<file path="src/rtl/keypad_scan_debounce.sv">
// keypad_scan_debounce
//   Matrix keypad scanner with column synchroniser and press/release debounce.
//   Rows are driven active-low one at a time. Active-low columns are
//   synchronised through two flops. A single pressed key must hold the same
//   column pattern for DEB_CYCLES cycles before it is accepted. A release is
//   accepted only after DEB_CYCLES consecutive all-ones cycles.
//
// Ports
//   clk        system clock
//   reset      asynchronous, active-high reset
//   cols_n     raw column inputs, active-low, asynchronous to clk
//   rows_n     row drive, one-hot-low
//   key_row    one-hot row of the last accepted key
//   key_col    one-hot column of the last accepted key
//   key_code   row_idx*NCOLS + col_idx of the last accepted key
//   key_valid  single-cycle pulse per accepted press
//   key_held   high from acceptance until debounced release
module keypad_scan_debounce #(
    parameter int NROWS      = 4,
    parameter int NCOLS      = 4,
    parameter int SCAN_DIV   = 16,
    parameter int DEB_CYCLES = 8
) (
    input  logic                             clk,
    input  logic                             reset,
    input  logic [NCOLS-1:0]                 cols_n,
    output logic [NROWS-1:0]                 rows_n,
    output logic [NROWS-1:0]                 key_row,
    output logic [NCOLS-1:0]                 key_col,
    output logic [$clog2(NROWS*NCOLS)-1:0]   key_code,
    output logic                             key_valid,
    output logic                             key_held
);

    localparam int ROW_W   = $clog2(NROWS);
    localparam int COL_W   = $clog2(NCOLS);
    localparam int DWELL_W = $clog2(SCAN_DIV);
    localparam int DEB_W   = $clog2(DEB_CYCLES);
    localparam int CODE_W  = $clog2(NROWS*NCOLS);

    localparam logic [NROWS-1:0]   ONE_ROW   = NROWS'(1);
    localparam logic [ROW_W-1:0]   ROW_LAST  = ROW_W'(NROWS - 1);
    localparam logic [DWELL_W-1:0] DWELL_MAX = DWELL_W'(SCAN_DIV - 1);
    localparam logic [DEB_W-1:0]   DEB_MAX   = DEB_W'(DEB_CYCLES - 1);

    typedef enum logic [1:0] {
        SCAN     = 2'd0,
        DEBOUNCE = 2'd1,
        HELD     = 2'd2,
        RELEASE  = 2'd3
    } state_t;

    // Registered state
    logic [NCOLS-1:0]  sync1;
    logic [NCOLS-1:0]  cols_s;
    state_t            state;
    logic [ROW_W-1:0]  row_idx;
    logic [DWELL_W-1:0] dwell;
    logic [DEB_W-1:0]  deb;
    logic [NCOLS-1:0]  cap_pat;

    // Next-state values
    state_t            state_next;
    logic [ROW_W-1:0]  row_idx_next;
    logic [DWELL_W-1:0] dwell_next;
    logic [DEB_W-1:0]  deb_next;
    logic [NCOLS-1:0]  cap_pat_next;
    logic [NROWS-1:0]  key_row_next;
    logic [NCOLS-1:0]  key_col_next;
    logic [CODE_W-1:0] key_code_next;
    logic              key_valid_next;
    logic              key_held_next;

    // Helpers
    logic [NCOLS-1:0]  cols_low;
    logic              one_hot_low;
    logic              all_ones;
    logic [ROW_W-1:0]  row_after;
    logic [COL_W-1:0]  cap_col_idx;

    // Two-flop synchroniser. It resets to all-ones so that "no key" is what
    // the scanner sees while the chain refills after reset.
    always_ff @(posedge clk or posedge reset) begin
        if (reset) begin
            sync1  <= '1;
            cols_s <= '1;
        end else begin
            // NOTE: non-blocking assignments make both flops sample the values
            // from before this edge, giving a true two-stage chain.
            sync1  <= cols_n;
            cols_s <= sync1;
        end
    end

    assign cols_low    = ~cols_s;
    // Exactly one column low: non-zero and a power of two.
    assign one_hot_low = (cols_low != '0) && ((cols_low & (cols_low - NCOLS'(1))) == '0);
    assign all_ones    = (cols_s == '1);
    assign row_after   = (row_idx == ROW_LAST) ? '0 : row_idx + ROW_W'(1);

    // Column index of the captured (one-hot-low) pattern.
    always_comb begin
        cap_col_idx = '0;
        for (int c = 0; c < NCOLS; c++) begin
            if (!cap_pat[c]) cap_col_idx = COL_W'(c);
        end
    end

    // Next-state and output logic.
    always_comb begin
        // NOTE: every target gets a default first so no path leaves it
        // unassigned, which would otherwise infer a latch.
        state_next     = state;
        row_idx_next   = row_idx;
        dwell_next     = dwell;
        deb_next       = deb;
        cap_pat_next   = cap_pat;
        key_row_next   = key_row;
        key_col_next   = key_col;
        key_code_next  = key_code;
        key_valid_next = 1'b0;
        key_held_next  = key_held;

        unique case (state)
            SCAN: begin
                if (dwell == DWELL_MAX) begin
                    dwell_next = '0;
                    if (one_hot_low) begin
                        // Freeze the row and start debouncing this pattern.
                        cap_pat_next = cols_s;
                        deb_next     = '0;
                        state_next   = DEBOUNCE;
                    end else begin
                        // No key, or several keys (possible ghosting): move on.
                        row_idx_next = row_after;
                    end
                end else begin
                    dwell_next = dwell + DWELL_W'(1);
                end
            end

            DEBOUNCE: begin
                if (cols_s != cap_pat) begin
                    state_next   = SCAN;
                    row_idx_next = row_after;
                    dwell_next   = '0;
                end else if (deb == DEB_MAX) begin
                    key_valid_next = 1'b1;
                    key_held_next  = 1'b1;
                    key_row_next   = ONE_ROW << row_idx;
                    key_col_next   = ~cap_pat;
                    key_code_next  = CODE_W'(row_idx) * CODE_W'(NCOLS) + CODE_W'(cap_col_idx);
                    state_next     = HELD;
                end else begin
                    deb_next = deb + DEB_W'(1);
                end
            end

            HELD: begin
                // Any other non-idle pattern is ignored: one pulse per press.
                if (all_ones) begin
                    deb_next   = '0;
                    state_next = RELEASE;
                end
            end

            RELEASE: begin
                if (!all_ones) begin
                    state_next = HELD;
                end else if (deb == DEB_MAX) begin
                    key_held_next = 1'b0;
                    state_next    = SCAN;
                    row_idx_next  = row_after;
                    dwell_next    = '0;
                end else begin
                    deb_next = deb + DEB_W'(1);
                end
            end

            default: begin
                state_next = SCAN;
            end
        endcase
    end

    // State register. rows_n is registered so the pins never glitch while
    // the row index changes.
    always_ff @(posedge clk or posedge reset) begin
        if (reset) begin
            state     <= SCAN;
            row_idx   <= '0;
            dwell     <= '0;
            deb       <= '0;
            cap_pat   <= '1;
            rows_n    <= ~ONE_ROW;
            key_row   <= '0;
            key_col   <= '0;
            key_code  <= '0;
            key_valid <= 1'b0;
            key_held  <= 1'b0;
        end else begin
            state     <= state_next;
            row_idx   <= row_idx_next;
            dwell     <= dwell_next;
            deb       <= deb_next;
            cap_pat   <= cap_pat_next;
            rows_n    <= ~(ONE_ROW << row_idx_next);
            key_row   <= key_row_next;
            key_col   <= key_col_next;
            key_code  <= key_code_next;
            key_valid <= key_valid_next;
            key_held  <= key_held_next;
        end
    end

endmodule
</file>
<file path="config.mk">
export PLATFORM = sky130hd
export DESIGN_NAME = keypad_scan_debounce
export DESIGN_NICKNAME = d
export VERILOG_FILES = /design/src/rtl/keypad_scan_debounce.sv
export SDC_FILE = /design/constraint.sdc
export NUM_CORES = 1
export LEC_CHECK = 0
export CORE_ASPECT_RATIO = 1.1
export CORE_MARGIN = 2
export CORE_UTILIZATION = 54
export DETAILED_ROUTE_END_ITERATION = 10
export PLACE_DENSITY = 0.78
export SLEW_MARGIN = 25
export SYNTH_ARGS = -nofsm -noshare
export SYNTH_HDL_FRONTEND = slang
export SYNTH_SLANG_ARGS = --single-unit
</file>
<file path="constraint.sdc">
create_clock -name clk -period 2.6 [get_ports clk]
set_input_delay 0.52 -clock clk [delete_from_list [all_inputs] [get_ports clk]]
set_output_delay 0.52 -clock clk [all_outputs]
set_load 0.02 [all_outputs]
</file>
---- Word level (Yosys, flattened, before mapping) ----
Cells that the tools add are included.
word-level totals
  bits in registers ....................... 41
  input port bits ......................... 6
operators by class
  add/sub/neg operators ................... 5
  eq/ne operators ......................... 18
  shift-type cells ........................ 2
  mux-type cells .......................... 38
  bitwise operators ....................... 5
  reduce and logical (&&, ||, !) cells .... 12
operators with widths
  cell                   number
  $mux W2                15
  $mux W3                6
  $mux W4                4
  $ne A2 B2 Y1 const B   8
  $reduce_and A5 Y1      3
  $not A4 Y4             3
  $pmux W3 S4            1
  $pmux W4 S3            1
  $eq A4 B4 Y1 const B   2
  $mux W1                8
  $pmux W2 S4            1
  $shl A1 B2 Y4 const A  2
  $eq A2 B2 Y1 const B   3
  $ne A3 B3 Y1 const B   2
  $pmux W2 S3            1
  $reduce_and A3 Y1      2
  $add A4 B1 Y4 const B  1
  $add A4 B2 Y4          1
  $and A4 B4 Y4          1
  $logic_not A4 Y1       1
  $ne A4 B4 Y1           1
  $reduce_and A4 Y1      1
  $reduce_bool A4 Y1     1
  $sub A4 B1 Y4 const B  1
  other kinds (10)       10

---- Longest topological paths before layout ----
  word-level depth ........................ 10
  gate-level depth with buffers ........... 8
  gate-level depth less buffers ........... 7

---- Worst setup path after synthesis ----
No wires, ideal clock.
  kind .................................... flip-flop to flip-flop
  from .................................... register deb[0]
  to ...................................... register row_idx[0]
  setup time .............................. 0.125 ns
  arrival time ............................ 1.802 ns
  data required time ...................... 2.475 ns
  setup slack ............................. 0.673 ns
  stages on the path, launching flop included .. 9
  buffers on the path ..................... 1
  period minus slack after synthesis ...... 1.927 ns
  path through ............................ dfrtp_1 -> ha_1 -> ha_1 -> nand2_1 -> o31ai_4 -> o21ai_2 -> o21ba_1 -> buf_6 -> mux2_4
on the way
  word-level cells in the longest chain between the ends .. 4
ends and longest elaborated chain
  item                    RTL line  text
  from (decl)             59        logic [DEB_W-1:0] deb;
  from (signal assigned)  205       deb <= deb_next;
  $eq A3 B3 Y1            170       end else if (deb == DEB_MAX) begin
  $mux W2                 170
  $mux W2                 168       if (!all_ones) begin
  $pmux W2 S3             124       unique case (state)
  via row_idx_next[0]     64        logic [ROW_W-1:0] row_idx_next;
  to (signal assigned)    203       row_idx <= row_idx_next;
  to (decl)               57        logic [ROW_W-1:0] row_idx;
The timed path passes the listed nets, and every way through them passes these cells.
A chain may end at the register's enable or synchronous reset.

---- Final worst setup path ----
Same ends and word-level chain as after synthesis.

==> impl_metrics.json <==
{
  "cts_root_buf": "clkbuf_4",
  "diodes": 0,
  "slew-limit-headroom_pct": 56.9,
  "ys_types": 36,
  "max-cap-violations": 0,
  "fin_util_pct": 64.8,
  "core_um2": 3300,
  "synthCells": 161,
  "cp-start-kind": "flip-flop",
  "async_flop_share_pct": 100,
  "p_leak_nw": 0.957,
  "syn2layout_area_growth_pct": 16.4,
  "synth.area.top_cells": "dfrtp_1, dfstp_2, nand2_1",
  "first_pass_iters": 4,
  "clkSinkCount": 41,
  "grt_pass1_wl_mm": 5.51,
  "grt_pass1_vias": 1234,
  "drtIter0Drc": 34,
  "r2r_cells": 7,
  "cts_max_path_buffers": 2,
  "rr_startpoint": "deb[0]",
  "grtUsageTotal_pct": 19.3,
  "grt_start_max_net_pins": 23,
  "synth_common_cells": "nand2_1, dfrtp_1, dfstp_2, nor2_1",
  "crit_required_ps": 2840,
  "synth_top_area_share_pct": 35.4,
  "vias_per_cell": 5.55,
  "rrSetupSlack_ps": 390,
  "drv_slew": 0,
  "crit_path_cell_trace": "ha_1, ha_1, nand2_1, o31ai_4, o21ai_2, o21ba_1, mux2_4",
  "dpl.hpwl_mm": 2.39,
  "synthFlopType": "dfrtp_1",
  "initial_core_util_pct": 55.6,
  "run_status": "finished clean",
  "post-route-period-util_pct": 85.1,
  "cts.htree.levels": 2,
  "min_period_ps": 2210,
  "crit_top_cell": "ha_1",
  "io_buffers": 23,
  "fin_skew_ps": 15.5,
  "grt-ovfl-total": 0,
  "route.met3.wl_um": 152,
  "setup_viol": 0,
  "max_freq_ghz": 0.452,
  "drive_above_1_share_pct": 19.3,
  "synth_top_area_cell": "dfrtp_1",
  "end_kind": "flip-flop",
  "dieArea_um2": 3890,
  "clk_pin_slew_worst_paths_ps": 100,
  "num_rows": 22,
  "tritoncts": "done",
  "hp-class": "flip-flop to flip-flop",
  "synth.most_common_cell": "nand2_1",
  "ant_nets": 0,
  "vias": 1237,
  "power_density_nw_per_um2": 810,
  "peakVddDrop_mv": 0.505,
  "tns_ps": 0,
  "cts_setup_buffers": 0,
  "syn_area_um2": 1840,
  "syn_area_per_cell_um2": 11.4,
  "cts-resized-gates": 0,
  "ios": 24,
  "die_w_um": 59.6,
  "worstPathArrival_ps": 2450,
  "r2r-end": "row_idx[0]",
  "yosysWarnings": 0,
  "ctsHoldBuffers": 0,
  "drt_wl_total_mm": 3.12,
  "gp_congestion": 0.832,
  "ys_ff_latch": 41,
  "ys_seq_area_share_pct": 56.8,
  "synth_edf_count": 0,
  "hold_violations": 0,
  "worstHoldStart": "sync1[2]",
  "crit_type": "flip-flop to flip-flop",
  "rsz0062_at_grt": "false",
  "cp_max_fo": 6,
  "layout.nets": 199,
  "post_drt_wl_per_cell_um": 14.0,
  "critPathTopFamily": "compound AO/OA/AOI/OAI gates",
  "wl_met2_mm": 1.66,
  "antenna_found_initial": 0,
  "whs_path_depth": 0,
  "timing_worst_slew_pin_value_ps": 641,
  "highest_layer": "met4",
  "fp.dieH_um": 65.2,
  "insertion_delay_ps": 350,
  "nFillCells": 271,
  "wl_met1_mm": 1.26,
  "slowest_delay_ps": 450,
  "cts_made_buffers": 5,
  "slowest_stage": "o21ba_1",
  "drc": 0,
  "holdPathEnd": "cols_s[2]",
  "cp_num_buf_inv": 0,
  "syn_nets": 174
}
## worst max path at each step
stage | slack, ps | to | startpoint | depth (start not counted)
global placement | 500 | row_idx[0] | deb[0] | 7
global route | 250 | row_idx[0] | deb[0] | 7
CTS | 390 | row_idx[0] | deb[0] | 7
detailed placement | 400 | row_idx[1] | deb[0] | 7
finish | 390 | row_idx[0] | deb[0] | 7
floorplan | 670 | row_idx[0] | deb[0] | 8
## logic make-up (layout without fill, tap and decap cells)
family | count (synthesis) | after routing | share of synthesized area (%)
flip-flops | 41 | 41 | 56.8
AO/OA/AOI/OAI | 21 | 21 | 7.90
multiplexers | 12 | 12 | 7.62
buffers and inverters | 11 | 37 | 3.47
AND/OR/NAND/NOR | 64 | 64 | 16.2
adder cells (fa/ha/maj) | 7 | 7 | 4.76
XOR/XNOR | 5 | 5 | 3.20
## metal layers
layer / GRT usage, % / vias up
met2: 32.3 / 32
met5: 0 / -
met3: 6.10 / 6
met1: 22.4 / 604
li1: - / 595
met4: 8.61 / 0
## final cells by class
| type | instances | area, µm² | area share, % |
|---|---|---|---|
| clock buffers | 8 | 58.8 | 2.75 |
| repair buffers | 25 | 245 | 11.5 |
| well taps | 36 | 45.0 | 2.11 |
| inverters | 4 | 16.3 | 0.760 |
| multi-input cells | 109 | 729 | 34.1 |
| flip-flops and latches | 41 | 1040 | 48.8 |
## placed cells by master (no fill, tap or decap), drive strengths merged, types with 2 or more instances in the layout
cell type      instances
and3                   2
xnor2                  5
mux2i                  5
nor2                  11
nand4                  2
dfstp                 15
nand2b                 4
a31oi                  2
buf                    2
mux2                   7
o21ai                 13
inv                    3
nand3                  4
nand3b                 2
nand2                 32
nor2b                  3
o31ai                  3
clkdlybuf4s50         23
ha                     7
dfrtp                 26
clkbuf                 8
## through the flow
step | hold WS [ps] | cells | instance area, µm² | setup slack, ps | total power, mW
after floorplan | 345 | 161 | 1840 | 673 | 1.27
after global placement | 346 | 215 | 2080 | 501 | 1.39
after detailed placement | 351 | 215 | 2080 | 397 | 1.42
after CTS | 366 | 223 | 2140 | 389 | 1.75
after global routing | 359 | 223 | 2140 | 251 | 1.85
final | 361 | 223 | 2140 | 386 | 1.73
## sequential cells by signal, indices dropped and copies added (netlist names), 3 cells and up
| register | count |
|---|---|
| cols_s | 4 |
| deb | 3 |
| key_row | 4 |
| cap_pat | 4 |
| rows_n | 4 |
| key_col | 4 |
| dwell | 4 |
| key_code | 4 |
| sync1 | 4 |
## report_power, final
part | total, mW | internal, mW | switching, mW | leakage, nW
Combinational | 0.516 | 0.262 | 0.254 | 0.421
Sequential | 0.893 | 0.781 | 0.112 | 0.504
Clock | 0.323 | 0.134 | 0.190 | 0.0326
Total | 1.73 | 1.18 | 0.556 | 0.957
No activity file was read; power rests on OpenSTA's default activity.
